===== src/rtl/inv_subcell_serial_if.sv =====
// rtl/inv_subcell_serial_if.sv - state-in / state-out handshake bundle for the inverse SubCell layer
interface inv_subcell_serial_if;
    logic         in_valid;
    logic         in_ready;
    logic [127:0] in_data;
    logic         out_valid;
    logic         out_ready;
    logic [127:0] out_data;

    modport master (
        output in_valid, in_data, out_ready,
        input  in_ready, out_valid, out_data
    );

    modport slave (
        input  in_valid, in_data, out_ready,
        output in_ready, out_valid, out_data
    );
endinterface


===== src/rtl/inv_subcell_serial.sv =====
// rtl/inv_subcell_serial.sv - lane-serial inverse 4-bit S-box over a 128-bit state
module inv_subcell_serial #(
    parameter int LANES = 8
) (
    input  logic                 clk,
    input  logic                 rst,
    inv_subcell_serial_if.slave  bus,
    output logic                 busy
);
    localparam int N  = 32 / LANES;
    localparam int CW = (N > 1) ? $clog2(N) : 1;
    localparam logic [CW-1:0] LAST = CW'(N - 1);

    typedef enum logic [1:0] {
        IDLE = 2'd0,
        BUSY = 2'd1,
        DONE = 2'd2
    } state_t;

    state_t          state, state_n;
    logic [127:0]    work;
    logic [CW-1:0]   cnt;
    logic [4*LANES-1:0] sub;
    logic [127:0]    rot;

    function automatic logic [3:0] invs(input logic [3:0] x);
        case (x)
            4'h0: invs = 4'hB;
            4'h1: invs = 4'h0;
            4'h2: invs = 4'h7;
            4'h3: invs = 4'hD;
            4'h4: invs = 4'hC;
            4'h5: invs = 4'hF;
            4'h6: invs = 4'h2;
            4'h7: invs = 4'h4;
            4'h8: invs = 4'h6;
            4'h9: invs = 4'h1;
            4'hA: invs = 4'h8;
            4'hB: invs = 4'hE;
            4'hC: invs = 4'h5;
            4'hD: invs = 4'hA;
            4'hE: invs = 4'h9;
            default: invs = 4'h3;
        endcase
    endfunction

    for (genvar i = 0; i < LANES; i++) begin : g_lane
        assign sub[4*i +: 4] = invs(work[4*i +: 4]);
    end

    // Substituted lanes re-enter at the top so after N steps every nibble is home.
    if (LANES == 32) begin : g_full
        assign rot = sub;
    end else begin : g_rot
        assign rot = {sub, work[127:4*LANES]};
    end

    always_comb begin
        state_n = state;
        case (state)
            IDLE:    if (bus.in_valid) state_n = BUSY;
            BUSY:    if (cnt == LAST) state_n = DONE;
            DONE:    if (bus.out_ready) state_n = IDLE;
            default: state_n = IDLE;
        endcase
    end

    always_ff @(posedge clk) begin
        if (rst) begin
            state <= IDLE;
            work  <= 128'h0;
            cnt   <= '0;
        end else begin
            state <= state_n;
            case (state)
                IDLE: begin
                    if (bus.in_valid) begin
                        work <= bus.in_data;
                        cnt  <= '0;
                    end
                end
                BUSY: begin
                    work <= rot;
                    cnt  <= (cnt == LAST) ? '0 : cnt + CW'(1);
                end
                default: ;
            endcase
        end
    end

    assign bus.in_ready  = (state == IDLE);
    assign bus.out_valid = (state == DONE);
    assign bus.out_data  = work;
    assign busy          = (state == BUSY) || (state == DONE);
endmodule


===== src/flat_wrapper.sv =====
// flat-port wrapper written by rule: the top's interface ports become plain ports
module inv_subcell_serial_flat 
#(
    parameter int LANES = 8
)
  (clk, rst, busy, bus_in_valid, bus_in_data, bus_out_ready, bus_in_ready, bus_out_valid, bus_out_data);
  inv_subcell_serial_if bus_i ();
  input  logic clk;
  input  logic rst;
  output logic busy;
  input wire logic [$bits(bus_i.in_valid)-1:0] bus_in_valid;
  input wire logic [$bits(bus_i.in_data)-1:0] bus_in_data;
  input wire logic [$bits(bus_i.out_ready)-1:0] bus_out_ready;
  output wire logic [$bits(bus_i.in_ready)-1:0] bus_in_ready;
  output wire logic [$bits(bus_i.out_valid)-1:0] bus_out_valid;
  output wire logic [$bits(bus_i.out_data)-1:0] bus_out_data;
  assign bus_i.in_valid = bus_in_valid;
  assign bus_i.in_data = bus_in_data;
  assign bus_i.out_ready = bus_out_ready;
  assign bus_in_ready = bus_i.in_ready;
  assign bus_out_valid = bus_i.out_valid;
  assign bus_out_data = bus_i.out_data;
  inv_subcell_serial #(.LANES(LANES)) u_core (.clk(clk), .rst(rst), .bus(bus_i), .busy(busy));
endmodule

===== config.mk =====
export PLATFORM = sky130hd
export DESIGN_NAME = inv_subcell_serial_flat
export DESIGN_NICKNAME = d
export VERILOG_FILES = /design/src/rtl/inv_subcell_serial_if.sv /design/src/rtl/inv_subcell_serial.sv /design/src/flat_wrapper.sv
export SDC_FILE = /design/constraint.sdc
export NUM_CORES = 1
export LEC_CHECK = 0
export CAP_MARGIN = 0
export CORE_MARGIN = 3
export CORE_UTILIZATION = 50
export DETAILED_ROUTE_END_ITERATION = 6
export HOLD_SLACK_MARGIN = 0.05
export PLACE_DENSITY = 0.89
export SYNTH_ARGS = -nofsm -noshare
export SYNTH_HDL_FRONTEND = slang
export SYNTH_SLANG_ARGS = --single-unit

===== constraint.sdc =====
create_clock -name clk -period 4.5 [get_ports clk]
set_input_delay 1.35 -clock clk [delete_from_list [all_inputs] [get_ports clk]]
set_output_delay 1.35 -clock clk [all_outputs]
set_load 0.01 [all_outputs]

; Word level (Yosys, flattened, before mapping)
; Memories as Yosys holds them, arrays and structs flattened. A register that Yosys moved wholly into a read port is not among the register bits.
; Cells that the tools add are included.
[classes]
n_mux = 25
n_reduce_logical = 5
addsub = 1
eq_ne = 6
[ops]
columns = operator, count
row1 = $pmux W128 S2, 1
row2 = $mux W128, 1
row3 = $mux W4, 16
row4 = $mux W2, 5
row5 = $pmux W2 S3, 1
row6 = $eq A2 B2 Y1 const B, 2
row7 = $ne A2 B2 Y1 const B, 2
row8 = $pmux W2 S2, 1
row9 = $reduce_and A3 Y1, 1
row10 = $add A2 B1 Y2 const B, 1
row11 = $eq A2 B1 Y1 const B, 1
row12 = $logic_not A2 Y1, 1
row13 = $ne A2 B1 Y1 const B, 1
row14 = $reduce_and A2 Y1, 1
row15 = $reduce_bool A2 Y1, 1
row16 = $logic_or A1 B1 Y1, 1
[word_totals]
ff_bits = 132
rom_bits = 512
output_inout_bits = 131
elab_cells = 48
inputBits = 132
memories = 8
[mem_list]
columns = memory, words, word_bits, read_ports, rd_ports_with_merged_regs, write_ports, line
row1 = (no name shown), 16, 4, 1, 1, 0, inv_subcell_serial.sv:27  ; case (x)
row2 = (no name shown), 16, 4, 1, 1, 0, inv_subcell_serial.sv:27
row3 = (no name shown), 16, 4, 1, 1, 0, inv_subcell_serial.sv:27
row4 = (no name shown), 16, 4, 1, 1, 0, inv_subcell_serial.sv:27
row5 = (no name shown), 16, 4, 1, 1, 0, inv_subcell_serial.sv:27
row6 = (no name shown), 16, 4, 1, 1, 0, inv_subcell_serial.sv:27
row7 = 2 more memories, --, --, --, --, --, --

; Depth between registers and ports, before layout
[depth]
ltp_word = 5
mapped_depth = 14
mapped_depth_nobuf = 12

; Worst setup path before layout
; OpenSTA, ideal clock, no wires.
[synth_path]
kind = input port to flip-flop
startpoint = input port bus_in_valid
endpoint = register, netlist name u_core.rot[105]
path_stages = 11
arrival_ps = 3570
path_buffers = 5
setup_time_ps = 142
setup_slack_ps = 788
cell_sequence = mux2_4 buf_8 buf_8 buf_6 buf_6 a211oi_1 inv_1 ha_1 clkbuf_1 o311ai_0 o2111ai_1
[synth_via]
elab_chain_cells = 4
[synth_rtl]
columns = item, line
row1 = "start, declared", flat_wrapper.sv:11  ; input wire logic [$bits(bus_i.in_valid)-1:0] bus_in_valid;
row2 = $ne A2 B2 Y1 (no line), --
row3 = $reduce_and A2 Y1 (no line), --
row4 = $mux W4 (no line) (2 in a row), --
; No other way between the ends.
; A chain may end at the register's enable or synchronous reset.

; Worst setup path in the final report
[layout_path]
startpoint = input port bus_in_valid
endpoint = register, netlist name u_core.rot[98]
[layout_via]
elab_chain_cells = 4
[layout_rtl]
columns = item
row1 = $ne A2 B2 Y1 (no line)
row2 = $reduce_and A2 Y1 (no line)
row3 = $mux W4 (no line) (2 in a row)
; No other way between the ends.

==> flow_summary.toml <==
[worst_setup_path]
worstSetupEndpointType = "flip-flop"
critPathBufInv = 3
worstPathArrival_ps = 4120
critPathMaxFanout = 58
startpoint_type = "primary input"
cpPeakStageDelay_ps = 570
critPathTopFamily = "buffers and inverters"
crit_top_cell = "a211o_1"
slowest_stage = "buf_4"
r2r_start = "u_core.state[0]"
cp_data_required_time_ps = 4810
path_cells = "clkdlybuf4s50_1 -> mux2_8 -> buf_4 -> a211o_1 -> inv_1 -> ha_1 -> mux2_4 -> a211o_1"
startpoint = "bus_in_valid"
critPathKind = "in2reg"

[finish]
final_net_count = 1444
final_common_cell = "clkdlybuf4s50_1"
final_cell_mix = "clkdlybuf4s50_1, nor2_1, dfxtp_1"
final_layout_size_suffix_gt1_share_pct = 8.67
syn_to_final_growth_pct = 24.6

[routing]
drtPass1Iterations = 5
routedWlPerCell_um = 19.9
finalWirelength_um = 30800
vias = 8952
drt_iter0_drc = 797
antenna_left = 0
drcViolationCount = 0
vias_per_cell = 5.77

[outcome]
outcome = "complete, no violations"

[clock_tree]
cts_buffers = 17
cts.htree.levels = 4
path_clk_slew_ps = 70
cts.sinks = 164
clock_latency_ps = 430
clockRootBuffer = "clkbuf_16"
hold_buffers = 0
postCtsSetupBuffers = 0
cts_tree = "yes"
cts-resized-gates = 0
cts_buffer_depth = 2

[logic_synthesis]
yosysWarnings = 0
ys_ff_latch = 164
synthTopCellsByArea = "dfxtp_1, mux2i_1, a211oi_1"
synth_top_area_share_pct = 31.5
synthCells = 1148
synth_edf_count = 0
async_flop_share_pct = 0
synth_nets = 1324
synth_cell_types = 55
syn_area_per_cell_um2 = 9.06
synth_ff_type = "dfxtp_1"
ys_seq_area_share_pct = 31.5
synth_top_area_cell = "dfxtp_1"
syn_area_mm2 = 0.0104

[global_routing]
grt_pass1_wl_um = 47100
antenna_found_initial = 1
grt_pass1_vias = 8563
grt_max_degree = 85
gr-total-overflow = 0
grt_usage_pct = 26.4

[pwr]
seqPwrFrac_pct = 35.7
power_frac_comb_pct = 37.7
switchingPower_mw = 2.06
internal_power_mw = 3.68
swShare_pct = 35.9
clkPwrFrac_pct = 26.6
power_density_mw_per_mm2 = 442
power.leakage_nw = 4.91
irDropWorstVdd_uv = 189

[place]
gp_congestion = 0.930
pre_cts_ws_ps = 290
portBuffers = 262
place_hpwl_um = 23000

[floorplanning]
coreArea_mm2 = 0.0204
start_util_pct = 51.1
fp-row-count = 52
dieArea_mm2 = 0.0226
die_y_um = 150
dieWidth_um = 150
io_pins = 263

[sta]
setup_ws_ps = 696
hold_violations = 0
setup_viol = 0
rsz0062_at_grt = "no"
fmax_mhz = 263
fin_hold_ws_ps = 455
clock_skew_ps = 10.5
tightest_slew_ps = 783
finalCriticalPeriod_ps = 3800
min_period_over_period_pct = 84.5
fin_setup_tns_ps = 0
drv_slew = 0
slew_headroom_pct = 47.8

[run]
maxCapViolCount = 0

[hold_path]
hold_start = "u_core.cnt[1]"
hold_class = "reg2reg"
## flip-flops by register name, indices dropped and copies added, names as in the netlist
register	count
u_core.bus.out_data	128
u_core.cnt	2
u_core.rot	32
u_core.state	2
## power by group through the flow
stage / Sequential (mW) / Combinational, mW / Clock [mW]
final: 2.05 / 2.16 / 1.52
after floorplan: 1.94 / 1.60 / 0
after global routing: 2.07 / 2.34 / 1.60
after detailed placement: 2.07 / 2.13 / 0
after global placement: 2.05 / 2.06 / 0
after CTS: 2.03 / 2.15 / 1.54
## tightest hold or removal path, stage by stage (launching register included)
cell and delay (ps):
dfxtp_1 310, nand2_1 50, a21oi_1 50
## cell usage after synthesis, types with 10 or more instances
cell type / instances
a211o_1: 15
a211oi_1: 122
a211oi_2: 22
a21oi_1: 29
buf_1: 16
buf_2: 24
buf_4: 115
clkbuf_1: 19
dfxtp_1: 164
ha_1: 44
inv_1: 43
mux2_2: 13
mux2i_1: 160
nand2_1: 21
nand3b_1: 12
nor2_1: 165
nor3_1: 24
o21ai_0: 14
xnor2_1: 10
## stage by stage
| step | power, mW | area, um^2 | utilization [%] | std cells |
|---|---|---|---|---|
| after CTS | 5.72 | 13000 | 63.7 | 1551 |
| final | 5.73 | 13000 | 63.7 | 1552 |
| after floorplan | 3.54 | 10400 | - | 1148 |
| after global routing | 6.02 | 13000 | 63.7 | 1552 |
| after detailed placement | 4.19 | 12300 | 60.6 | 1519 |
| after global placement | 4.11 | 12300 | 60.6 | 1519 |
## final timing paths
path,cells after the start,to,slack [ps]
worst max-delay path,8,u_core.rot[98],700
worst min-delay path,2,u_core.cnt[1],450
worst max register to register,9,u_core.rot[98],1260
worst min register to register,2,u_core.cnt[1],450
## kinds of logic (layout without fill, tap and decap cells)
| kind of cell | Yosys count | count (layout) | synth area share, % |
|---|---|---|---|
| fa+ha+maj | 44 | 44 | 5.29 |
| mux | 183 | 183 | 18.3 |
| flops | 164 | 164 | 31.5 |
| compound gates | 253 | 253 | 18.9 |
| xor+xnor | 16 | 16 | 1.35 |
| buf+inv | 229 | 362 | 13.5 |
| other cells | 0 | 1 | 0 |
| simple gates | 259 | 259 | 11.1 |
## metal layers
| layer | routed length (um) | track usage (%) |
|---|---|---|
| met5 | 0 | 0 |
| met4 | 577 | 7.41 |
| met3 | 2460 | 5.93 |
| met2 | 14100 | 41.2 |
| met1 | 13700 | 36.6 |
## cell type report
cell class | count | area (um^2)
Sequential cell | 164 | 3280
Fill cell | 1646 | 7390
Clock inverter | 13 | 173
Inverter | 44 | 165
Timing Repair Buffer | 286 | 2800
Antenna cell | 1 | 2.50
Multi-Input combinational cell | 755 | 5750
Tap cell | 270 | 338
Clock buffer | 19 | 453
Note: power is estimated with default switching activity, not from simulation.
==> variant 1, RTL diff (same flow settings) <==
`LANES` is set to 8 in 2 places; all go to 4.
--- a/src/rtl/inv_subcell_serial.sv
+++ b/src/rtl/inv_subcell_serial.sv
@@ -1,6 +1,6 @@
 // rtl/inv_subcell_serial.sv - lane-serial inverse 4-bit S-box over a 128-bit state
 module inv_subcell_serial #(
-    parameter int LANES = 8
+    parameter int LANES = 4
 ) (
     input  logic                 clk,
     input  logic                 rst,
--- a/src/flat_wrapper.sv
+++ b/src/flat_wrapper.sv
@@ -1,7 +1,7 @@
 // flat-port wrapper written by rule: the top's interface ports become plain ports
 module inv_subcell_serial_flat 
 #(
-    parameter int LANES = 8
+    parameter int LANES = 4
 )
   (clk, rst, busy, bus_in_valid, bus_in_data, bus_out_ready, bus_in_ready, bus_out_valid, bus_out_data);
   inv_subcell_serial_if bus_i ();
Function: changed (Yosys sat finds a counterexample within 4 cycles, from zero or initial values and one cycle with rst high).
==> variant 1 against the original RTL <==
Synthesized cell count decreased by 17%; cell count down 17%; via count down 20%; sequential power down 12%; routed wire length decreased by 20%; register-to-register slack improved by 0.17 ns; worst setup slack gained 0.32 ns; sequential cell count decreased by 15; final area down 16%; combinational power is 21% lower; total power fell by 16%; area after synthesis fell by 17%; sequential share of layout area up 1.9 points; critical endpoint is now u_core.bus.out_data[122]; largest power group is now registers.
==> variant 1: results (changes against the original RTL) <==
Top FF cell, synth=dfxtp_1; Post-CTS Setup Inserts=0 (unchanged); Peak supply drop=250 uV (+32%); Synth Area in XOR/XNOR=0.711% (-0.64 points); Worst-Skew Late Latency=0.42 ns; relative slew slack=26.1% (-22 points); Synth Net Count=1109 (-16%); max FFs per register=128 (unchanged); clk buf depth=2 (unchanged); largest net degree at the start of global routing=121 (+42%); yosys warns=0 (unchanged); global-route wire length before repair=37200 um (-21%); Placed Area=10400 um^2 (-16%); compound-gate portion of the synthesized area=16.9% (-1.9 points); Final Skew=0.0133 ns (+0.00281 ns); Post-Synth Adder-Cell Area=3.77% (-1.5 points); Seq/Total Area, Yosys=34.6% (+3.1 points); Post-synth top cells=nor2_1 (152), dfxtp_1 (149), mux2i_1 (149), a211oi_1 (126), buf_4 (121); antenna violations before repair=0 (-1); synth unique cells=41 (-25%); Leakage=4.11 nW (-16%); post-detail-place hpwl=18400 um (-20%); worst hold path cell count=2 (unchanged); vias=7168 (-20%); 1st-iter DRT viols=448 (-44%); Slowest-stage cell, CP=buf_4; R2R cell count=7 (-2); Crit Path Max Fanout=69 (+19%); post_cts resized=0 (unchanged); mux cell area share after synthesis=18.7% (+0.37 points); vias in the first global route=6862 (-20%); worst r2r dst=u_core.rot[126]; clk slew on worst S/H paths=0.06 ns; routability cong.=0.894 (-3.9%); CP delay by family, top=buffers and inverters; reg-to-reg critical path startpoint=u_core.state[1]; Tot GR Track Use=25.5% (-0.84 points); Initial DRT Pass Iterations=6 (+1); NumNets Final=1211 (-16%); top post-synthesis cells by area=dfxtp_1 (35%), mux2i_1 (17%), a211oi_1 (11%), buf_4 (11%), nor2_1 (6.6%); Crit path arrival time=3.79 ns (-0.33 ns); r2r setup slk=1.43 ns (+0.17 ns); drt total wl=24700 um (-20%); H-tree levels=4 (unchanged); outcome=finished, final reports clean; Largest stage delay, worst path=0.60 ns (+0.03 ns); CTS Buf Count=17 (unchanged); # diodes=0 (-1); ratio of cells with drive above 1 in the final layout=6.00% (-2.7 points); Async SR Flop Fraction=0% (unchanged)
[variant 1: cell types whose count changed after synthesis, moves of 13 or more]
cell / delta
clkbuf_1: +13
nor2_1: -13
a21oi_1: -14
dfxtp_1: -15
inv_1: -15
ha_1: -18
a211oi_2: -16
[variant 1: per-layer routing]
metal / vias to the layer above / track usage (%) / routed length (um)
met5: - / 0 / 0
met4: 0 / 11.0 / 865
met3: 53 / 5.99 / 1920
met2: 311 / 41.6 / 11700
met1: 3334 / 32.3 / 10200
li1: 3470 / - / -
[variant 1: kinds of logic after synthesis]
kind of cell             after synthesis
adder cells (fa/ha/maj)               26
flip-flops                           149
multiplexers                         159
XOR/XNOR                               7
AO/OA/AOI/OAI                        190
AND/OR/NAND/NOR                      205
buffers and inverters                215
[variant 1: worst max path at each step]
stage	start	end	slack, ns	cells after the start
after floorplan	bus_in_valid	u_core.rot[122]	1.14	9
after global placement	bus_in_valid	u_core.rot[114]	0.73	8
after detailed placement	bus_in_valid	u_core.rot[114]	0.61	8
after CTS	bus_in_valid	u_core.bus.out_data[122]	1.05	6
after global routing	bus_in_valid	u_core.rot[127]	0.80	9
final	bus_in_valid	u_core.bus.out_data[122]	1.02	6
[variant 1: layout make-up]
| cell class | instances | area (um^2) |
|---|---|---|
| multi-input cells | 587 | 4350 |
| flip-flops and latches | 149 | 2980 |
| clock inverters | 15 | 121 |
| fillers | 1323 | 5750 |
| inverters | 28 | 105 |
| clock buffers | 17 | 425 |
| repair buffers | 270 | 2680 |
| well taps | 220 | 275 |
[variant 1: worst reg2reg max path, delay by kind of cell, from the launching register on]
family | cells | cell delay [ns]
muxes | 2 | 0.41
AOI/OAI and AO/OA | 2 | 0.78
buffers and inverters | 2 | 0.94
DFF | 1 | 0.33
adders and majority gates | 1 | 0.49
[variant 1: through the flow]
step | util [%] | instances | hold slack, ns | total power, mW | setup WS [ns]
floorplan | - | 951 | 0.436 | 2.98 | 1.14
global placement | 62.3 | 1254 | 0.444 | 3.46 | 0.729
detailed placement | 62.3 | 1254 | 0.456 | 3.51 | 0.613
CTS | 65.5 | 1286 | 0.465 | 4.83 | 1.05
global route | 65.5 | 1286 | 0.507 | 5.07 | 0.798
finish | 65.5 | 1286 | 0.463 | 4.81 | 1.02
[variant 1: power breakdown]
group	switching [mW]	total (mW)	internal [mW]	leakage, nW
Sequential	0.240	1.80	1.56	1.24
Clock	0.592	1.31	0.717	0.259
Combinational	0.841	1.70	0.861	2.61
Total	1.67	4.81	3.14	4.11
==> variant 2, RTL diff (same settings) <==
Made on the original files. Encoding of `state_t`: now one-hot (3 bits for 3 states).
--- a/src/rtl/inv_subcell_serial.sv
+++ b/src/rtl/inv_subcell_serial.sv
@@ -11,10 +11,10 @@
     localparam int CW = (N > 1) ? $clog2(N) : 1;
     localparam logic [CW-1:0] LAST = CW'(N - 1);
 
-    typedef enum logic [1:0] {
-        IDLE = 2'd0,
-        BUSY = 2'd1,
-        DONE = 2'd2
+    typedef enum logic [2:0] {
+        IDLE = 3'b001,
+        BUSY = 3'b010,
+        DONE = 3'b100
     } state_t;
 
     state_t          state, state_n;
Formal check against the unedited RTL: no difference found for any inputs over 4 cycles, from zero or initial values and one cycle with rst high; so few cycles prove little.
==> variant 2 against the original RTL <==
Total power fell by 22%; sequential cell count up 1; routed wire length shrank 8.4%; final area down 11%; die area decreased by 13%; worst setup slack lost 0.037 ns; area after synthesis down 13%; global-route usage increased by 1.5 points; maximum frequency is 0.96% lower.
==> variant 2: results (changes against the original RTL) <==
final hold slack=0.461 ns (+0.00588 ns); compound-gate portion of the synthesized area=22.4% (+3.5 points); Post-Synth Adder-Cell Area=5.56% (+0.27 points); worst slew pin tran=0.966 ns (+0.183 ns); reg-to-reg critical path startpoint=u_core.state[2]; Tot GR Track Use=27.9% (+1.5 points); Post-synth top cells=nand2_1 (229), dfxtp_1 (165), nor2_1 (129), a311oi_1 (107), buf_4 (106); top post-synthesis cells by area=dfxtp_1 (37%), a311oi_1 (10%), nand2_1 (9.5%), buf_4 (8.8%), ha_1 (5.6%); Synth Area in XOR/XNOR=0.778% (-0.57 points); ratio of cells with drive above 1 in the final layout=8.53% (-0.14 points); synth unique cells=47 (-15%); Syn Area/Cell=8.41 um^2 (-7.3%); Final Skew=0.00901 ns (-0.00153 ns); Hold EP=u_core.bus.out_data[99]; Synth Net Count=1243 (-6.1%); Post-CTS Setup Inserts=0 (unchanged); Seq/Total Area, Yosys=36.7% (+5.1 points); r2r setup slk=1.33 ns (+0.07 ns); antenna violations before repair=5 (+4); 1st-iter DRT viols=885 (+11%); vias in the first global route=7873 (-8.1%); post-detail-place hpwl=20300 um (-12%); mux cell area share after synthesis=3.22% (-15 points); Slowest-stage cell, CP=clkdlybuf4s50_1; Peak supply drop=287 uV (+52%); Async SR Flop Fraction=0% (unchanged); Top FF cell, synth=dfxtp_1; vias=8242 (-7.9%); DR WL/cell=19.8 um (-0.14%); outcome=finished, final reports clean; Placed Area=10900 um^2 (-12%); H-tree levels=4 (unchanged); hold path start=u_core.rot[99]; Post-Place Cells=1389 (-8.6%); Worst-Skew Late Latency=0.42 ns; largest net degree at the start of global routing=67 (-21%); Leakage=4.49 nW (-8.7%); drt total wl=28200 um (-8.4%); routability cong.=0.900 (-3.2%); global-route wire length before repair=43800 um (-7.1%); yosys warns=0 (unchanged); worst r2r dst=u_core.rot[101]; Place WS=0.221 ns (-0.0690 ns); max FFs per register=128 (unchanged); Crit path arrival time=4.13 ns (about the same); R2R cell count=8 (-1); Largest stage delay, worst path=0.48 ns (-0.09 ns); Crit Path Max Fanout=49 (-16%)
variant 2: layout make-up:
cell class / count / area (um^2)
Multi-Input combinational cell: 687 / 4430
Clock buffer: 20 / 467
Sequential cell: 165 / 3300
Antenna cell: 2 / 5.00
Clock inverter: 12 / 151
Fill cell: 1382 / 5950
Tap cell: 225 / 282
Inverter: 31 / 116
Timing Repair Buffer: 281 / 2780
variant 2: worst max path at each step:
stage / depth (start not counted) / slack (ns) / end / startpoint
after floorplan: 11 / 0.89 / u_core.rot[113] / bus_in_valid
after global placement: 10 / 0.39 / u_core.rot[101] / bus_in_valid
after detailed placement: 10 / 0.22 / u_core.rot[101] / bus_in_valid
after CTS: 10 / 0.69 / u_core.rot[101] / bus_in_valid
after global routing: 10 / 0.47 / u_core.rot[101] / bus_in_valid
final: 10 / 0.66 / u_core.rot[101] / bus_in_valid
variant 2: cell families after synthesis:
kind of cell	count (synthesis)
AO/OA/AOI/OAI	225
XOR/XNOR	8
adder cells (fa/ha/maj)	40
buffers and inverters	219
flip-flops	165
multiplexers	28
AND/OR/NAND/NOR	386
variant 2: tightest hold or removal path, cell delays in order, from the launching register on:
cell and delay (ns):
dfxtp_1 0.30, nand2_1 0.05, a311oi_1 0.07
variant 2: where the power goes:
| group | internal (mW) | switching (mW) | total (mW) | leakage (nW) |
|---|---|---|---|---|
| logic | 0.581 | 0.543 | 1.12 | 2.81 |
| registers | 1.66 | 0.158 | 1.82 | 1.37 |
| clock network | 0.917 | 0.604 | 1.52 | 0.302 |
| total | 3.16 | 1.30 | 4.47 | 4.49 |
variant 2: routing by layer:
layer | vias to the layer above | routed length (um) | GRT usage, %
li1 | 3910 | - | -
met1 | 3860 | 12400 | 38.7
met2 | 412 | 12300 | 41.4
met3 | 52 | 2910 | 8.67
met4 | 8 | 636 | 9.28
met5 | - | 58 | 0
